[config.mk]
export PLATFORM = sky130hd
export DESIGN_NAME = cfg_frame_loader
export DESIGN_NICKNAME = d
export VERILOG_FILES = /design/src/rtl/cfg_frame_loader.sv
export SDC_FILE = /design/constraint.sdc
export NUM_CORES = 1
export LEC_CHECK = 0
export BUFFER_PORTS_ARGS = -buffer_cell sky130_fd_sc_hd__buf_2
export CAP_MARGIN = 0
export CORE_UTILIZATION = 45
export CTS_CLUSTER_SIZE = 25
export DETAILED_ROUTE_END_ITERATION = 8
export HOLD_SLACK_MARGIN = 0.1
export PLACE_DENSITY = 0.72
export SYNTH_ARGS = -nofsm -noshare
export SYNTH_HDL_FRONTEND = slang
export SYNTH_SLANG_ARGS = --single-unit
export TNS_END_PERCENT = 20
[constraint.sdc]
create_clock -name clock -period 3.2 [get_ports clock]
set_input_delay 0.32 -clock clock [delete_from_list [all_inputs] [get_ports clock]]
set_output_delay 0.32 -clock clock [all_outputs]
set_load 0.1 [all_outputs]
[src/rtl/cfg_frame_loader.sv]
// cfg_frame_loader: parses SYNC/addr/count/data/checksum frames from a byte stream
// and commits only checksum-clean frames as a burst of configuration writes.
`default_nettype none

module cfg_frame_loader #(
  parameter int          ADDR_W = 6,
  parameter int          DATA_W = 5,
  parameter int          DEPTH  = 16,
  parameter logic [7:0]  SYNC   = 8'hA5
) (
  input  logic              clock,
  input  logic              reset,
  input  logic [7:0]        in_data,
  input  logic              in_valid,
  output logic              in_ready,
  output logic              enAddress,
  output logic [ADDR_W-1:0] address,
  output logic [DATA_W-1:0] setData,
  output logic              busy,
  output logic              cfg_done,
  output logic              cfg_err,
  output logic [1:0]        err_code
);

  localparam int         IDX_W   = (DEPTH > 1) ? $clog2(DEPTH) : 1;
  localparam logic [8:0] DEPTH_L = 9'(DEPTH);

  typedef enum logic [2:0] {
    S_IDLE   = 3'd0,
    S_ADDR   = 3'd1,
    S_COUNT  = 3'd2,
    S_DATA   = 3'd3,
    S_CHECK  = 3'd4,
    S_COMMIT = 3'd5
  } state_t;

  state_t            state;
  logic [ADDR_W-1:0] base;
  logic [7:0]        count;
  logic [7:0]        idx;
  logic [7:0]        sum;
  logic [DATA_W-1:0] frame_buf [DEPTH];

  logic       take;
  logic [7:0] sum_next;

  assign take     = in_valid & in_ready;
  assign sum_next = sum + in_data;
  assign busy     = (state != S_IDLE);

  // Frame storage carries no reset: it is always fully rewritten before a commit reads it.
  always_ff @(posedge clock) begin
    if (take && state == S_DATA) begin
      frame_buf[idx[IDX_W-1:0]] <= in_data[DATA_W-1:0];
    end
  end

  always_ff @(posedge clock or posedge reset) begin
    if (reset) begin
      state     <= S_IDLE;
      base      <= '0;
      count     <= '0;
      idx       <= '0;
      sum       <= '0;
      in_ready  <= 1'b0;
      enAddress <= 1'b0;
      address   <= '0;
      setData   <= '0;
      cfg_done  <= 1'b0;
      cfg_err   <= 1'b0;
      err_code  <= 2'd0;
    end else begin
      cfg_done  <= 1'b0;
      cfg_err   <= 1'b0;
      enAddress <= 1'b0;
      in_ready  <= 1'b1;
      case (state)
        S_IDLE: begin
          if (take && in_data == SYNC) begin
            state <= S_ADDR;
          end
        end
        S_ADDR: begin
          if (take) begin
            if ((in_data >> ADDR_W) != 8'd0) begin
              cfg_err  <= 1'b1;
              err_code <= 2'd1;
              state    <= S_IDLE;
            end else begin
              base  <= ADDR_W'(in_data);
              sum   <= in_data;
              state <= S_COUNT;
            end
          end
        end
        S_COUNT: begin
          if (take) begin
            if (in_data == 8'd0 || {1'b0, in_data} > DEPTH_L) begin
              cfg_err  <= 1'b1;
              err_code <= 2'd2;
              state    <= S_IDLE;
            end else begin
              count <= in_data;
              sum   <= sum_next;
              idx   <= 8'd0;
              state <= S_DATA;
            end
          end
        end
        S_DATA: begin
          if (take) begin
            sum <= sum_next;
            idx <= idx + 8'd1;
            if (idx == count - 8'd1) begin
              state <= S_CHECK;
            end
          end
        end
        S_CHECK: begin
          if (take) begin
            if (sum_next != 8'd0) begin
              cfg_err  <= 1'b1;
              err_code <= 2'd3;
              state    <= S_IDLE;
            end else begin
              // First write is issued straight from the accepting edge.
              state     <= S_COMMIT;
              in_ready  <= 1'b0;
              enAddress <= 1'b1;
              address   <= base;
              setData   <= frame_buf[IDX_W'(0)];
              idx       <= 8'd1;
            end
          end
        end
        S_COMMIT: begin
          if (idx == count) begin
            cfg_done <= 1'b1;
            state    <= S_IDLE;
          end else begin
            in_ready  <= 1'b0;
            enAddress <= 1'b1;
            address   <= base + ADDR_W'(idx);
            setData   <= frame_buf[idx[IDX_W-1:0]];
            idx       <= idx + 8'd1;
          end
        end
        default: state <= S_IDLE;
      endcase
    end
  end

endmodule

`default_nettype wire
==> impl_metrics.py <==
metrics = {
    "synthesis": {
        "async_flop_share_pct": 38.46,
        "yosys_warnings": 0,
        "ys_ff_latch": 130,
        "synthCells": 508,
        "synth_edf_count": 80,
        "synth-seq-area-share_pct": 56.00,
        "ys.flop_type": "edfxtp_1",
        "ys_types": 66,
        "syn_nets": 538,
        "syn_avg_cell_area_um2": 12.84,
        "netlist_area_um2": 6524,
    },
    "timing": {
        "period_share_pct": 94.93,
        "tightestPinTransition_ps": 1088,
        "min_period_ps": 3038,
        "relSlewSlack_pct": 27.33,
        "maxSlewViolCount": 0,
        "skew_ps": 7.276,
        "finalSetupViolations": 0,
        "rsz0062_at_grt": "no",
        "report.final.hold_viol_count": 0,
        "fmax_mhz": 329.2,
        "finalSetupTns_ps": 0,
    },
    "flow_run": {
        "cap_violations": 0,
    },
    "placement": {
        "dp_cells": 712,
        "dp_hpwl_mm": 10.36,
        "io_buffers": 28,
        "finalWeightedCongestion": 0.8896,
    },
    "worst_setup_path": {
        "start_kind": "flop",
        "cp-end-kind": "flop",
        "crit_start": "sum[0]",
        "worst-setup-path-type": "reg -> reg",
        "crit_required_ps": 3500,
        "r2r-end": "address[0]",
        "crit_fanout": 13,
        "worstRegToRegCells": 9,
        "r2r-start": "sum[0]",
        "cp.arrival_ps": 3340,
        "r2r_setup_slack_ps": 160,
    },
    "floorplanning": {
        "row_count": 43,
        "core_area_um2": 13990,
        "die-width_um": 122.4,
        "ios": 29,
        "die_h_um": 122.4,
        "initial_core_util_pct": 46.64,
        "die_area_um2": 14980,
    },
    "cells_and_area": {
        "final_common_cell": "edfxtp_1",
        "fin_cells": 744,
        "diodes": 0,
        "multi_input_area_um2": 2705,
        "seq_area_um2": 3654,
        "layout-drive-gt1-share_pct": 24.29,
        "area_delta_synth_final_pct": 15.63,
        "fill_cells": 1148,
        "layout_common_cells": "edfxtp_1, dfrtp_1, nand2_1",
        "nets": 581,
    },
    "status": {
        "status": "finished clean",
    },
    "power": {
        "fin_total_pwr_mw": 6.358,
        "powerDensity_nw_per_um2": 842.9,
        "leakage_nw": 2.915,
        "ir_drop_mv": 0.4671,
    },
    "grt": {
        "grtUsageTotal_pct": 21.94,
        "grt_antenna_before_repair": 0,
        "grt_pass1_wl_mm": 24.20,
        "first_global_vias": 4483,
        "grt_max_degree": 51,
        "overflow": 0,
    },
    "detailed_routing": {
        "wl_per_cell_um": 20.48,
        "via_count": 4474,
        "post-route-drc-count": 0,
        "drt-total-wl_mm": 15.24,
        "ant_nets": 0,
        "viasPerCell": 6.013,
        "drt_iter0_markers": 432,
        "firstDrtPassIters": 5,
    },
    "clocking": {
        "cts_buffers": 17,
        "cts_tree": "done",
        "h-tree-depth": 4,
        "clk_latency_ps": 420,
        "postCtsSetupRepairBufs": 0,
        "clk_pin_slew_worst_paths_ps": 60,
        "clock_path_buffers": 2,
        "cts_root_buffer": "clkbuf_16",
        "ctsResizeCount": 0,
        "holdBufCountCts": 0,
        "clock_sinks": 130,
    },
    "hold_path": {
        "hp-class": "in -> async",
    },
}
==> cell families (layout without fill, tap and decap cells) <==
family / Yosys count / count (layout) / synth area share, %
AOI/OAI and AO/OA: 93 / 93 / 10.34
DFF: 130 / 130 / 56.00
buffers and inverters: 41 / 97 / 2.532
and+or+nand+nor: 155 / 155 / 12.08
adders and majority gates: 19 / 19 / 3.874
muxes: 53 / 53 / 12.89
xor gates and xnor gates: 17 / 17 / 2.282
==> worst max-delay path: stages (launching register included) <==
cell and delay, ps:
dfrtp_1 380, ha_1 230, fa_1 420, a211o_1 300
and4b_1 190, a311oi_2 320, nand4_2 220, o31ai_4 330
buf_12 190, mux2_2 340
==> final cells by class <==
type | count | share of cell area [%]
sequential | 130 | 48.43
multi-input combinational | 337 | 35.86
clock buffer | 17 | 5.639
timing repair buffer | 48 | 4.014
tap | 180 | 2.986
clock inverter | 15 | 2.223
inverter | 17 | 0.8459
==> worst max path at each step <==
| stage | to | slack [ps] | depth (start not counted) |
|---|---|---|---|
| after CTS | address[0] | 150 | 9 |
| after floorplan | address[1] | 300 | 9 |
| after global placement | address[0] | 130 | 10 |
| after detailed placement | address[0] | 70 | 10 |
| after global routing | address[0] | 40 | 9 |
| final | address[0] | 160 | 9 |
==> cell usage after synthesis, types with 4 or more instances <==
cell	n	area share, %
nor4_1	4	0.38
nand2b_1	8	0.77
o31ai_1	6	0.69
a22oi_1	5	0.58
buf_1	4	0.23
nand2_1	45	2.6
inv_1	17	0.98
nor2_1	29	1.7
o21ai_0	18	1.4
nor3_1	11	0.84
mux2_2	16	2.8
nand4_1	6	0.58
ha_1	17	3.3
clkbuf_1	16	0.92
xor2_1	10	1.3
a21o_1	4	0.46
mux4_2	20	6.9
xnor2_1	7	0.94
mux2_4	8	1.8
o211ai_1	9	1.0
mux2i_1	9	1.4
nor4b_1	4	0.54
and2_1	7	0.67
a21oi_1	14	1.1
nand3_1	19	1.5
a211oi_1	6	0.69
edfxtp_1	80	37
dfrtp_1	50	19
==> power breakdown <==
part	switching, mW	internal, mW	total, mW
sequential	0.209	1.97	2.18
clock	0.723	1.22	1.94
combinational	1.35	0.896	2.24
total	2.28	4.08	6.36
==> routing by layer <==
layer | vias to the layer above | wire (um) | global-route usage, %
li1 | 2030 | - | -
met1 | 2219 | 6147 | 27.75
met2 | 190 | 7514 | 35.11
met3 | 35 | 1118 | 5.530
met4 | 0 | 460 | 10.67
met5 | - | 0 | 0
==> metrics by stage <==
step,utilization [%],hold slack [ps],area (um2),worst slack (ps)
2_1_floorplan,-,418.9,6524,304.3
3_3_place_gp,49.69,473.8,6950,131.8
3_5_place_dp,49.69,486.0,6950,70.73
4_1_cts,53.93,214.8,7543,148.5
5_1_grt,53.93,244.5,7543,41.73
6_report,53.93,174.7,7543,162.1
==> registers in the layout (all words and copies together) (netlist names) <==
| name | flops |
|---|---|
| sum | 8 |
| count | 8 |
| enAddress | 1 |
| setData | 5 |
| cfg_err | 1 |
| address | 6 |
| state | 3 |
| frame_buf | 80 |
| err_code | 2 |
| base | 6 |
| in_ready | 1 |
| cfg_done | 1 |
| idx | 8 |
Note: power is estimated with default switching activity, not from simulation.
